===== config.mk =====
export PLATFORM = sky130hd
export DESIGN_NAME = spec_commit_buffer_flat
export DESIGN_NICKNAME = d
export VERILOG_FILES = /design/src/rtl/spec_commit_buffer_if.sv /design/src/rtl/spec_commit_buffer.sv /design/src/flat_wrapper.sv
export SDC_FILE = /design/constraint.sdc
export NUM_CORES = 1
export LEC_CHECK = 0
export BUFFER_PORTS_ARGS = -buffer_cell sky130_fd_sc_hd__buf_2
export CORE_MARGIN = 5
export CORE_UTILIZATION = 59
export DETAILED_ROUTE_END_ITERATION = 12
export GPL_TIMING_DRIVEN = 0
export PLACE_DENSITY = 0.85
export SKIP_CTS_REPAIR_TIMING = 1
export SLEW_MARGIN = 0
export SYNTH_ARGS = -nofsm -noshare
export SYNTH_HDL_FRONTEND = slang
export SYNTH_SLANG_ARGS = --single-unit

===== constraint.sdc =====
create_clock -name clk -period 3 [get_ports clk]
set_input_delay 0.3 -clock clk [delete_from_list [all_inputs] [get_ports clk]]
set_output_delay 0.3 -clock clk [all_outputs]
set_load 0.03 [all_outputs]

===== src/rtl/spec_commit_buffer_if.sv =====
// Handshake bundle between a speculative producer, the commit buffer and a
// committed-state consumer. The master side is the environment around the
// buffer (producer, resolver and consumer); the slave side is the buffer.
interface spec_commit_buffer_if #(
    parameter int WIDTH = 8,
    parameter int TAG_W = 4,
    parameter int CNT_W = 3
);
    logic             in_valid;
    logic             in_ready;
    logic [WIDTH-1:0] in_data;
    logic [TAG_W-1:0] in_tag;
    logic             resolve_valid;
    logic [TAG_W-1:0] resolve_tag;
    logic             kill_valid;
    logic [TAG_W-1:0] kill_tag;
    logic             out_valid;
    logic             out_ready;
    logic [WIDTH-1:0] out_data;
    logic [CNT_W-1:0] count;

    modport master (
        output in_valid, in_data, in_tag,
        output resolve_valid, resolve_tag,
        output kill_valid, kill_tag,
        output out_ready,
        input  in_ready, out_valid, out_data, count
    );

    modport slave (
        input  in_valid, in_data, in_tag,
        input  resolve_valid, resolve_tag,
        input  kill_valid, kill_tag,
        input  out_ready,
        output in_ready, out_valid, out_data, count
    );
endinterface


===== src/rtl/spec_commit_buffer.sv =====
// In-order buffer holding speculatively produced words until their tag
// resolves. Only non-speculative words leave at the head; a kill squashes
// the oldest matching entry and everything younger than it.
module spec_commit_buffer #(
    parameter int WIDTH = 8,
    parameter int DEPTH = 4,
    parameter int TAG_W = 4
) (
    input  logic                  clk,
    input  logic                  rst,
    spec_commit_buffer_if.slave   bus
);
    localparam int PW = $clog2(DEPTH);
    localparam int CW = $clog2(DEPTH + 1);
    localparam logic [CW-1:0] FULL = CW'(DEPTH);

    logic [WIDTH-1:0] data_q [DEPTH];
    logic [WIDTH-1:0] data_d [DEPTH];
    logic [TAG_W-1:0] tag_q  [DEPTH];
    logic [TAG_W-1:0] tag_d  [DEPTH];
    logic [DEPTH-1:0] spec_q, spec_d;
    logic [PW-1:0]    head_q, head_d;
    logic [PW-1:0]    tail_q, tail_d;
    logic [CW-1:0]    count_q, count_d;

    logic             kill_hit;
    logic [CW-1:0]    kill_k;
    logic             in_ready;
    logic             out_valid;
    logic             enq;
    logic             deq;

    // Find the oldest occupied entry carrying the kill tag; scanning from the
    // youngest offset down lets the oldest match overwrite the younger ones.
    always_comb begin
        kill_hit = 1'b0;
        kill_k   = '0;
        for (int i = DEPTH - 1; i >= 0; i--) begin
            if (bus.kill_valid && (CW'(i) < count_q)
                && (tag_q[head_q + PW'(i)] == bus.kill_tag)) begin
                kill_hit = 1'b1;
                kill_k   = CW'(i);
            end
        end
    end

    // Handshake: a kill blocks intake, and a head being killed is never shown.
    always_comb begin
        in_ready  = (count_q < FULL) && !bus.kill_valid;
        out_valid = (count_q != '0) && !spec_q[head_q]
                    && !(bus.kill_valid && (bus.kill_tag == tag_q[head_q]));
        enq       = bus.in_valid && in_ready;
        deq       = out_valid && bus.out_ready;
    end

    // Next state: resolve clears spec bits, then either a kill truncates the
    // queue (optionally popping a surviving head) or normal enqueue/dequeue.
    always_comb begin
        logic [PW-1:0] off;
        data_d  = data_q;
        tag_d   = tag_q;
        spec_d  = spec_q;
        head_d  = head_q;
        tail_d  = tail_q;
        count_d = count_q;
        off     = '0;

        for (int i = 0; i < DEPTH; i++) begin
            off = PW'(i) - head_q;
            if (bus.resolve_valid && (CW'(off) < count_q)
                && (tag_q[i] == bus.resolve_tag)) begin
                spec_d[i] = 1'b0;
            end
        end

        if (kill_hit) begin
            tail_d  = head_q + kill_k[PW-1:0];
            count_d = kill_k;
            if (deq) begin
                head_d  = head_q + 1'b1;
                count_d = kill_k - 1'b1;
            end
        end else begin
            if (enq) begin
                data_d[tail_q] = bus.in_data;
                tag_d[tail_q]  = bus.in_tag;
                spec_d[tail_q] = !(bus.resolve_valid && (bus.resolve_tag == bus.in_tag));
                tail_d         = tail_q + 1'b1;
            end
            if (deq) begin
                head_d = head_q + 1'b1;
            end
            case ({enq, deq})
                2'b10:   count_d = count_q + 1'b1;
                2'b01:   count_d = count_q - 1'b1;
                default: count_d = count_q;
            endcase
        end
    end

    // State register; reset discards every entry and marks all slots speculative.
    always_ff @(posedge clk or posedge rst) begin
        if (rst) begin
            for (int i = 0; i < DEPTH; i++) begin
                data_q[i] <= '0;
                tag_q[i]  <= '0;
            end
            spec_q  <= '1;
            head_q  <= '0;
            tail_q  <= '0;
            count_q <= '0;
        end else begin
            data_q  <= data_d;
            tag_q   <= tag_d;
            spec_q  <= spec_d;
            head_q  <= head_d;
            tail_q  <= tail_d;
            count_q <= count_d;
        end
    end

    assign bus.in_ready  = in_ready;
    assign bus.out_valid = out_valid;
    assign bus.out_data  = data_q[head_q];
    assign bus.count     = count_q;
endmodule


===== src/flat_wrapper.sv =====
// flat-port wrapper written by rule: the top's interface ports become plain ports
module spec_commit_buffer_flat 
#(
    parameter int WIDTH = 8,
    parameter int DEPTH = 4,
    parameter int TAG_W = 4
)
  (clk, rst, bus_in_valid, bus_in_data, bus_in_tag, bus_resolve_valid, bus_resolve_tag, bus_kill_valid, bus_kill_tag, bus_out_ready, bus_in_ready, bus_out_valid, bus_out_data, bus_count);
  spec_commit_buffer_if #(.WIDTH(WIDTH), .TAG_W(TAG_W), .CNT_W((3))) bus_i ();
  input  logic clk;
  input  logic rst;
  input wire logic [$bits(bus_i.in_valid)-1:0] bus_in_valid;
  input wire logic [$bits(bus_i.in_data)-1:0] bus_in_data;
  input wire logic [$bits(bus_i.in_tag)-1:0] bus_in_tag;
  input wire logic [$bits(bus_i.resolve_valid)-1:0] bus_resolve_valid;
  input wire logic [$bits(bus_i.resolve_tag)-1:0] bus_resolve_tag;
  input wire logic [$bits(bus_i.kill_valid)-1:0] bus_kill_valid;
  input wire logic [$bits(bus_i.kill_tag)-1:0] bus_kill_tag;
  input wire logic [$bits(bus_i.out_ready)-1:0] bus_out_ready;
  output wire logic [$bits(bus_i.in_ready)-1:0] bus_in_ready;
  output wire logic [$bits(bus_i.out_valid)-1:0] bus_out_valid;
  output wire logic [$bits(bus_i.out_data)-1:0] bus_out_data;
  output wire logic [$bits(bus_i.count)-1:0] bus_count;
  assign bus_i.in_valid = bus_in_valid;
  assign bus_i.in_data = bus_in_data;
  assign bus_i.in_tag = bus_in_tag;
  assign bus_i.resolve_valid = bus_resolve_valid;
  assign bus_i.resolve_tag = bus_resolve_tag;
  assign bus_i.kill_valid = bus_kill_valid;
  assign bus_i.kill_tag = bus_kill_tag;
  assign bus_i.out_ready = bus_out_ready;
  assign bus_in_ready = bus_i.in_ready;
  assign bus_out_valid = bus_i.out_valid;
  assign bus_out_data = bus_i.out_data;
  assign bus_count = bus_i.count;
  spec_commit_buffer #(.WIDTH(WIDTH), .DEPTH(DEPTH), .TAG_W(TAG_W)) u_core (.clk(clk), .rst(rst), .bus(bus_i));
endmodule

==> metrics <==
Rows 29; grt total ovfl 0; Clk pin slew, worst setup/hold paths 0.08 ns; WL final roughly 8.5 mm; share of the yosys chip area belonging to registers about two fifths; post-synth top area cell dfrtp_1; Pwr per Cell Area between 1000 and 1500 nW/um^2; DIE AREA just over 8000 sq um; vias in the first global route 2737; Initial DRC Count approximately 130; IO buf count 33; total track usage between 20% and 30%; startpoint types flop; CTS tree done; Worst Slack Setup Final 0.0950 ns; MaxCap Viol Count 0; Pwr Total between 5 and 6 mW; synth warn 0; EDFF count, synth 0; Mapped Area ~3800 sq um; H-tree levels 3; io pins 39; initial antenna violation count 0; Max Fclk about 340 MHz; Flop pwr share between 30% and 40%; layout cells sized above 1 around 40%; Worst EP required around 3.2 ns; post-synth net total 335; Clock Power Share roughly 14%; Setup Viol. Count Final 0; drt wl/cell between 15 and 20 um; DIE WIDTH about 90 um; worst reg2reg setup slack approximately 0.095 ns; critical path type reg -> reg; Worst Path Max Fanout 10; share of the synthesized area in the top cell type 36.6%; diodes inserted 0; drt pass-1 iters 4; critical path endpoint category flop; pin count of the biggest net entering global routing 36; worst-margin pin slew ~0.71 ns; pre-CTS setup slack -0.0873 ns; Post-synth ARST share 100%; hold slack -0.00319 ns; Pleak ~1.8 nW; Root Buffer clkbuf_8; HP Class in -> async; fin nets 382; CTS max path bufs 2; switching share of power between 40% and 50%; Max-slew headroom 51.9%; top post-synthesis cells by count dfrtp_1 (55), mux2_2 (49), xnor2_1 (29); Skew-Pair Late Insertion Delay roughly 0.35 ns; Max VDD drop 0.857 mV; Avg Inst Size Synth 12.7 sq um; clock sink count 59; CP arrival roughly 3.1 ns; logic gate share of total power between 50 and 60%; Hold Vio Cnt, Final 1; first-pass GRT wire length about 14 mm; Slew Viols, Final 0; Seq cells post-synth 59; Period minus WS final between 2 and 3 ns; Post-synth top flop dfrtp_1; Fin Clk Skew 0.00574 ns; antenna violation net count after detailed routing 0; Remaining DRCs 0; Num CTS Buffers 9; Chip Height roughly 90 um; area of the core between 6000 and 7000 sq um; failing checks hold timing; hpwl dp between 5 and 6 mm; top-count cell post-synth dfrtp_1; ranking of synthesized cells by area dfrtp_1 (37%), mux2_2 (15%), mux4_2 (11%); Psw 2.23 mW; worst setup path startpoint u_core.head_q[0]$_DFFE_PP0P_; Period Utilization, post-route a little over nine tenths; initial core utilization about 60%; placer congestion estimate slightly below 0.9; vias per cell between 6 and 7; Gate Count Post-Synth a little under 300; Int Power 3.05 mW; reg-to-reg critical path startpoint u_core.head_q[0]$_DFFE_PP0P_; Synth-to-Final Area Change 13.9%; Final Core Density between 60% and 70%; status complete, but fails checks; library cells used by synthesis 46; vias 2606
==> worst paths after layout <==
path	to	cells past startpoint
max	u_core.bus.count[0]$_DFFE_PP0P_	11
min	u_core.data_q[21]$_DFFE_PP0P_	2
max reg2reg	u_core.bus.count[0]$_DFFE_PP0P_	11
min reg2reg	u_core.data_q[0]$_DFFE_PP0P_	1
max in group asynchronous	u_core.bus.count[2]$_DFFE_PP0P_	3
min in group clk	u_core.data_q[0]$_DFFE_PP0P_	2
==> layout make-up <==
cell class	instances	area, sq um
Clock inverter	7	85.1
Clock buffer	9	124
Fill cell	457	1990
Tap cell	77	96.3
Timing Repair Buffer	36	200
Inverter	11	41.3
Multi-Input combinational cell	206	2150
Buffer	20	104
Sequential cell	59	1480
==> placed cells by master, fill, tap and decap left out, types with 9 or more instances in the layout <==
cell type and n:
dfrtp_1 54, mux2_2 49, buf_2 33, xnor2_1 29, mux4_2 19, ha_1 13, mux2i_1 12, xor2_1 12
nand2_1 11, clkbuf_1 10, inv_1 10, clkbuf_8 9
==> sequential cells by signal, indices dropped and copies added, names as in the netlist <==
name and count:
u_core.tag_q 16, u_core.spec_q 4, u_core.bus.count 3, u_core.tail_q 2, u_core.head_q 2, u_core.data_q 32
==> worst max-delay path: stages (launching register included) <==
cell and delay [ns]:
dfrtp_2 0.45, buf_6 0.19, mux4_2 0.54, xnor2_2 0.17, o31ai_2 0.12, o21ai_2 0.25, nor2_4 0.08, ha_1 0.37
xor2_1 0.27, nand2_1 0.08, a21oi_1 0.15, o32ai_1 0.09
==> per-layer routing <==
layer | share of wire (%) | global-route usage (%) | wire length, um | vias up
met3 | 4.4 | 3.92 | 371 | 24
li1 | - | - | - | 1174
met5 | 0 | 0 | 0 | -
met4 | 2.5 | 9.06 | 216 | 0
met2 | 50 | 35.1 | 4270 | 83
met1 | 43 | 27.8 | 3630 | 1325
==> through the flow <==
| stage | TNS (ns) | area, sq um | instances |
|---|---|---|---|
| CTS | -0.191 | 4250 | 423 |
| global route | -0.0271 | 4290 | 425 |
| finish | 0 | 4290 | 425 |
| global placement | -0.0179 | 4030 | 406 |
| detailed placement | -0.157 | 4050 | 407 |
| floorplan | 0 | 3760 | 296 |
==> cell families (layout without fill, tap and decap cells) <==
family	Yosys count	in the layout	share of synthesized area, %
compound gates	27	27	5.42
buf+inv	31	83	3.72
xor+xnor	42	42	9.97
flops	59	59	39.4
mux	83	83	31.0
simple gates	41	41	6.18
fa+ha+maj	13	13	4.32
==> power by group through the flow <==
stage	registers, mW	logic [mW]	clock network [mW]
2_1_floorplan	1.49	2.30	0
3_3_place_gp	1.54	2.76	0
3_5_place_dp	1.59	2.86	0
4_1_cts	1.59	2.88	0.769
5_1_grt	1.65	3.15	0.807
6_report	1.61	2.91	0.764
Note: power is estimated with default switching activity, not from simulation.
